[config.mk]
export PLATFORM = sky130hd
export DESIGN_NAME = alu_operand_stage
export DESIGN_NICKNAME = d
export VERILOG_FILES = /design/src/rtl/alu_pkg.sv /design/src/rtl/alu_operand_stage_reg_file.sv /design/src/rtl/alu_operand_stage.sv
export SDC_FILE = /design/constraint.sdc
export NUM_CORES = 2
export LEC_CHECK = 0
export ABC_CLOCK_PERIOD_IN_PS = 1910
export CORE_ASPECT_RATIO = 1.2
export CORE_MARGIN = 8
export CORE_UTILIZATION = 58
export DETAILED_ROUTE_END_ITERATION = 10
export DONT_BUFFER_PORTS = 1
export PLACE_DENSITY = 0.86
export SLEW_MARGIN = 30
export SYNTH_ARGS = -nofsm -noshare
export SYNTH_HDL_FRONTEND = slang
export SYNTH_SLANG_ARGS = --single-unit
export TNS_END_PERCENT = 5
[constraint.sdc]
create_clock -name clk -period 1.91 [get_ports clk]
set_input_delay 0.191 -clock clk [delete_from_list [all_inputs] [get_ports clk]]
set_output_delay 0.191 -clock clk [all_outputs]
set_load 0.1 [all_outputs]
[src/rtl/alu_pkg.sv]
// Shared decode constants and stage state type for the ALU operand path.
// Optional ILLEGAL_TRAP_EN build uses is_legal() to flag unsupported instructions.
package alu_pkg;

    localparam int REG_AW = 5;

    localparam logic [5:0] OP_RTYPE = 6'h00;
    localparam logic [5:0] OP_BEQ   = 6'h04;
    localparam logic [5:0] OP_LW    = 6'h23;
    localparam logic [5:0] OP_SW    = 6'h2B;

    localparam logic [5:0] FN_ADD = 6'h20;
    localparam logic [5:0] FN_SUB = 6'h22;
    localparam logic [5:0] FN_AND = 6'h24;
    localparam logic [5:0] FN_OR  = 6'h25;
    localparam logic [5:0] FN_NOR = 6'h27;
    localparam logic [5:0] FN_SLT = 6'h2A;

    typedef enum logic {
        ST_EMPTY = 1'b0,
        ST_FULL  = 1'b1
    } stage_state_t;

    function automatic logic is_legal(input logic [5:0] op, input logic [5:0] fn);
        logic fn_ok;
        fn_ok = (fn == FN_ADD) || (fn == FN_SUB) || (fn == FN_AND) ||
                (fn == FN_OR)  || (fn == FN_NOR) || (fn == FN_SLT);
        case (op)
            OP_RTYPE:             is_legal = fn_ok;
            OP_BEQ, OP_LW, OP_SW: is_legal = 1'b1;
            default:              is_legal = 1'b0;
        endcase
    endfunction

endpackage

[src/rtl/alu_operand_stage_reg_file.sv]
// 2-read/1-write register file: async reads, sync write, sync reset.
// Register 0 always reads 0 and is never written.
module reg_file_2r1w
    import alu_pkg::*;
#(
    parameter int DATA_W = 32,
    parameter int REG_N  = 32
) (
    input  logic              clk,
    input  logic              rst,
    input  logic [REG_AW-1:0] i_raddr_a,
    input  logic [REG_AW-1:0] i_raddr_b,
    output logic [DATA_W-1:0] o_rdata_a,
    output logic [DATA_W-1:0] o_rdata_b,
    input  logic              i_we,
    input  logic [REG_AW-1:0] i_waddr,
    input  logic [DATA_W-1:0] i_wdata
);

    logic [DATA_W-1:0] r_mem [REG_N];

    always_ff @(posedge clk) begin
        if (rst) begin
            for (int i = 0; i < REG_N; i++) begin
                r_mem[i] <= '0;
            end
        end else if (i_we && (i_waddr != '0)) begin
            r_mem[i_waddr] <= i_wdata;
        end
    end

    assign o_rdata_a = (i_raddr_a == '0) ? '0 : r_mem[i_raddr_a];
    assign o_rdata_b = (i_raddr_b == '0) ? '0 : r_mem[i_raddr_b];

endmodule

[src/rtl/alu_operand_stage.sv]
// Instruction decode + operand fetch stage feeding the ALU through a valid/ready register.
// Define ILLEGAL_TRAP_EN to add the registered 'illegal' output.
module alu_operand_stage
    import alu_pkg::*;
#(
    parameter int DATA_W = 32,
    parameter int REG_N  = 32
) (
    input  logic              clk,
    input  logic              rst,
    input  logic              in_valid,
    output logic              in_ready,
    input  logic [31:0]       instr,
    input  logic              wb_en,
    input  logic [REG_AW-1:0] wb_addr,
    input  logic [DATA_W-1:0] wb_data,
    output logic              out_valid,
    input  logic              out_ready,
    output logic [5:0]        opcode,
    output logic [5:0]        func_field,
    output logic [DATA_W-1:0] A,
    output logic [DATA_W-1:0] B,
    output logic [REG_AW-1:0] dest,
    output logic              dest_we
`ifdef ILLEGAL_TRAP_EN
   ,output logic              illegal
`endif
);

    stage_state_t r_state, w_state_nxt;

    logic              w_accept, w_xfer;
    logic [5:0]        w_op, w_fn;
    logic [REG_AW-1:0] w_rs, w_rt, w_rd;
    logic [DATA_W-1:0] w_rd_a, w_rd_b, w_rs_val, w_rt_val, w_sext;
    logic [DATA_W-1:0] w_b;
    logic [REG_AW-1:0] w_dest;
    logic              w_we, w_ill;

    assign w_op   = instr[31:26];
    assign w_rs   = instr[25:21];
    assign w_rt   = instr[20:16];
    assign w_rd   = instr[15:11];
    assign w_fn   = instr[5:0];
    assign w_sext = {{(DATA_W-16){instr[15]}}, instr[15:0]};

    assign out_valid = (r_state == ST_FULL);
    assign in_ready  = !out_valid || out_ready;
    assign w_accept  = in_valid && in_ready;
    assign w_xfer    = out_valid && out_ready;

    reg_file_2r1w #(.DATA_W(DATA_W), .REG_N(REG_N)) u_rf (
        .clk       (clk),
        .rst       (rst),
        .i_raddr_a (w_rs),
        .i_raddr_b (w_rt),
        .o_rdata_a (w_rd_a),
        .o_rdata_b (w_rd_b),
        .i_we      (wb_en),
        .i_waddr   (wb_addr),
        .i_wdata   (wb_data)
    );

    // A write landing in the same cycle as the read must win over the stale array value.
    assign w_rs_val = (wb_en && (wb_addr == w_rs) && (w_rs != '0)) ? wb_data : w_rd_a;
    assign w_rt_val = (wb_en && (wb_addr == w_rt) && (w_rt != '0)) ? wb_data : w_rd_b;

`ifdef ILLEGAL_TRAP_EN
    assign w_ill = !is_legal(w_op, w_fn);
`else
    assign w_ill = 1'b0;
`endif

    always_comb begin
        w_b    = w_rt_val;
        w_dest = '0;
        w_we   = 1'b0;
        case (w_op)
            OP_RTYPE: begin
                w_dest = w_rd;
                w_we   = 1'b1;
            end
            OP_LW: begin
                w_b    = w_sext;
                w_dest = w_rt;
                w_we   = 1'b1;
            end
            OP_SW:   w_b = w_sext;
            default: ;
        endcase
    end

    always_comb begin
        w_state_nxt = r_state;
        case (r_state)
            ST_EMPTY: if (w_accept) w_state_nxt = ST_FULL;
            ST_FULL:  if (w_xfer && !w_accept) w_state_nxt = ST_EMPTY;
            default:  w_state_nxt = ST_EMPTY;
        endcase
    end

    always_ff @(posedge clk) begin
        if (rst) begin
            r_state <= ST_EMPTY;
        end else begin
            r_state <= w_state_nxt;
        end
    end

    always_ff @(posedge clk) begin
        if (rst) begin
            opcode     <= '0;
            func_field <= '0;
            A          <= '0;
            B          <= '0;
            dest       <= '0;
            dest_we    <= 1'b0;
        end else if (w_accept) begin
            opcode     <= w_op;
            func_field <= w_fn;
            A          <= w_rs_val;
            B          <= w_b;
            dest       <= w_dest;
            dest_we    <= w_we && (w_dest != '0) && !w_ill;
        end
    end

`ifdef ILLEGAL_TRAP_EN
    always_ff @(posedge clk) begin
        if (rst) begin
            illegal <= 1'b0;
        end else if (w_accept) begin
            illegal <= w_ill;
        end
    end
`endif

endmodule
==> results by group <==
Drt
  – WL per Instance: 33.5 µm
  – Drt drc: 0
  – Via density: 7.42
  – Vias after detailed routing: 40,600
  – Initial DRC Count: 7,274
  – Detailed Route WL: 183,000 µm
  – DRT antenna net count: 0
  – First-pass iteration count of the detailed router: 9

Place
  – Estimated wirelength of the detail-placed design: 110,000 µm
  – Worst slack, placed: -0.0950 ns
  – GP Congestion: 0.925
  – Buffers on Ports: 0
  – Dpl cell area: 0.0605 mm²

Floorplan
  – Initial core utilization: 58.5%
  – Die span in y: 361 µm
  – Die Wd: 304 µm
  – Site Rows: 126
  – Core ar.: 0.0984 mm²
  – Ports: 158
  – Die area: 0.110 mm²

Final layout
  – Fin nets: 4,164
  – Fraction of layout cells with a size suffix above 1: 26.1%
  – Final instance area: 0.0652 mm²
  – Area Overhead vs Synth: 13.3%

Pwr
  – Pwr Density: 894 mW/mm²
  – P_sw: 14,800 µW
  – Seq pwr share: 49.3%
  – Switch share: 25.3%
  – Int Pwr: 43,600 µW
  – Total power: 58,300 µW
  – Power share of the clock group: 37.7%
  – Comb power frac: 13.0%
  – Leakage: 0.0227 µW
  – Max rail drop VDD: 0.807 mV

Critical path
  – Setup CP Type: flop to flop
  – CP Data Required Time: 2.46 ns
  – CP endpoint kind: flop
  – Arrival @ worst endpoint: 2.57 ns
  – Critical path, cell by cell: mux4_2, mux2i_1, o22ai_1, a221oi_1, a21oi_1
  – Crit-path max FO: 2
  – CP bufs+invs: 0
  – Slowest CP cell: mux4_2
  – Crit path largest cell delay: 0.56 ns
  – Top Family by Delay on Critical Path: multiplexers
  – Kind of start point of the critical path: flop

STA
  – Fin crit share: 106%
  – Tmin final: 2.02 ns
  – Worst hold slack: -0.412 ns
  – Worst Skew: 0.0303 ns
  – Unrepaired setup endpoints after global routing: true
  – FMAX: 496 MHz
  – Final Hold Viols: 119
  – Pins Over Slew Limit: 0
  – Final setup fails: 4
  – Slew headroom: 34.5%
  – Crit path setup slack, layout: -0.106 ns
  – Worst-Margin Slew: 0.983 ns

Synth
  – Ys async rst share: 0%
  – Register bit total from synthesis: 1,107
  – Top-area cell type share of the netlist area: 53.4%
  – Top cells by area, synth: edfxtp_1 (53%), mux4_2 (18%), and2_1 (11%), dfxtp_1 (2.9%), mux2i_1 (2.0%)
  – Post-synth EDFFs: 1,024
  – Most common library cells after synthesis: edfxtp_1 (1,024), and2_1 (996), mux4_2 (452), clkbuf_1 (286), nor2_1 (158)
  – Mapped Area: 0.0576 mm²
  – Ys flop type: edfxtp_1
  – Register area share after synthesis: 56.3%
  – Synth Instances: 4,020
  – Top-count cell post-synth: edfxtp_1
  – Syn_area_per_cell: 14.3 µm²
  – Cell variety after synth: 46
  – Top cell type by total area after synthesis: edfxtp_1
  – Total of warnings raised by yosys: 0

Worst hold path
  – Hold Path Class: input port to flop

Outcome
  – Status: finished with violations
  – Failing checks: negative hold slack, negative setup slack

Clock tree
  – Worst-skew pair later-pin latency: 0.70 ns
  – Clock sinks: 1,107
  – Post-CTS Setup Bufs: 0
  – CTS clk-pin slew, worst paths: 0.07 ns
  – Htree depth: 3
  – TritonCTS clock tree: built
  – Maximum clock insertion buffer count: 3
  – TritonCTS Buffers: 106
  – CTS root buf: clkbuf_16

Global routing
  – Antenna violations before repair: 19
  – Global route overflow: 0
  – Vias in the first global route: 40,300
  – Largest net degree at the start of global routing: 294
  – GRT Total Usage: 32.3%
  – First-pass GRT wire length: 267,000 µm

Run
  – Max-Cap Viols: 0
==> metrics by stage <==
step / std cells / setup TNS [ns] / hold slack, ns / util [%]
after floorplan: 4051 / -18.05 / 0.310 / -
after global placement: 5176 / -0.0424 / 0.289 / 61.5
after detailed placement: 5176 / -0.920 / 0.293 / 61.5
after CTS: 5458 / 0 / -0.363 / 66.2
after global routing: 5467 / -0.350 / -0.403 / 66.3
final: 5474 / -0.219 / -0.412 / 66.3
==> repair_timing <==
| item | 4_1_cts | 5_1_grt |
|---|---|---|
| resized for setup | 13 | 24 |
| hold endpoints to repair | 1108 | 136 |
| setup endpoints to repair | 12 | 31 |
| pin swaps | 2 | 24 |
| hold buffers | 82 | 4 |
==> kinds of logic after synthesis <==
family | share of synthesized area [%]
AND/OR/NAND/NOR | 13.5
multiplexers | 20.5
XOR/XNOR | 0.137
other | 0.00651
flip-flops | 56.3
AO/OA/AOI/OAI | 6.27
buffers and inverters | 3.27
==> flip-flops by register name, indices dropped and copies added (netlist names) <==
name	cells
u_rf.r_mem	1024
A	32
B	32
func_field	6
opcode	6
dest	5
dest_we	1
out_valid	1
==> power by group through the flow <==
stage / registers [µW] / logic, µW / clock network [µW]
floorplan: 29900 / 4230 / 0
CTS: 28700 / 7290 / 21900
global route: 28800 / 7720 / 22800
finish: 28700 / 7600 / 22000
detailed placement: 29100 / 6650 / 0
global placement: 29000 / 6530 / 0
==> cell type report <==
class	instances	area (µm²)
diodes	12	30.0
clock buffers	149	3000
clock inverters	51	602
fillers	6154	33100
inverters	3	11.3
multi-input cells	2513	23700
flip-flops and latches	1107	32400
well taps	1280	1600
repair buffers	359	3860
==> per-layer routing <==
layer | wire length [µm] | global-route usage, %
met2 | 83300 | 50.6
met1 | 57300 | 39.5
met3 | 31900 | 12.4
met4 | 10900 | 15.7
met5 | 27 | 0
==> path summary, 6_finish.rpt <==
check,startpoint,slack [ns],to,cells after the start
hold / removal,rst,-0.41,B[31],1
setup reg to reg,u_rf.r_mem[7][10],-0.11,A[10],5
hold reg to reg,func_field[1],0.46,func_field[1],2
setup / recovery,u_rf.r_mem[7][10],-0.11,A[10],5
==> cell usage in the layout (no fill, tap or decap), types with 34 or more instances in the layout <==
cell	n
and2_1	994
mux2i_1	113
buf_12	86
buf_4	201
dlygate4sd3_1	53
dfxtp_1	82
nand2_1	89
o22ai_1	116
o211ai_1	47
mux4_2	452
edfxtp_1	1024
mux2_2	45
o221ai_1	34
clkbuf_16	108
nor2_1	125
o21ai_0	38
a21oi_1	78
Power figures use the tool's default switching activity.
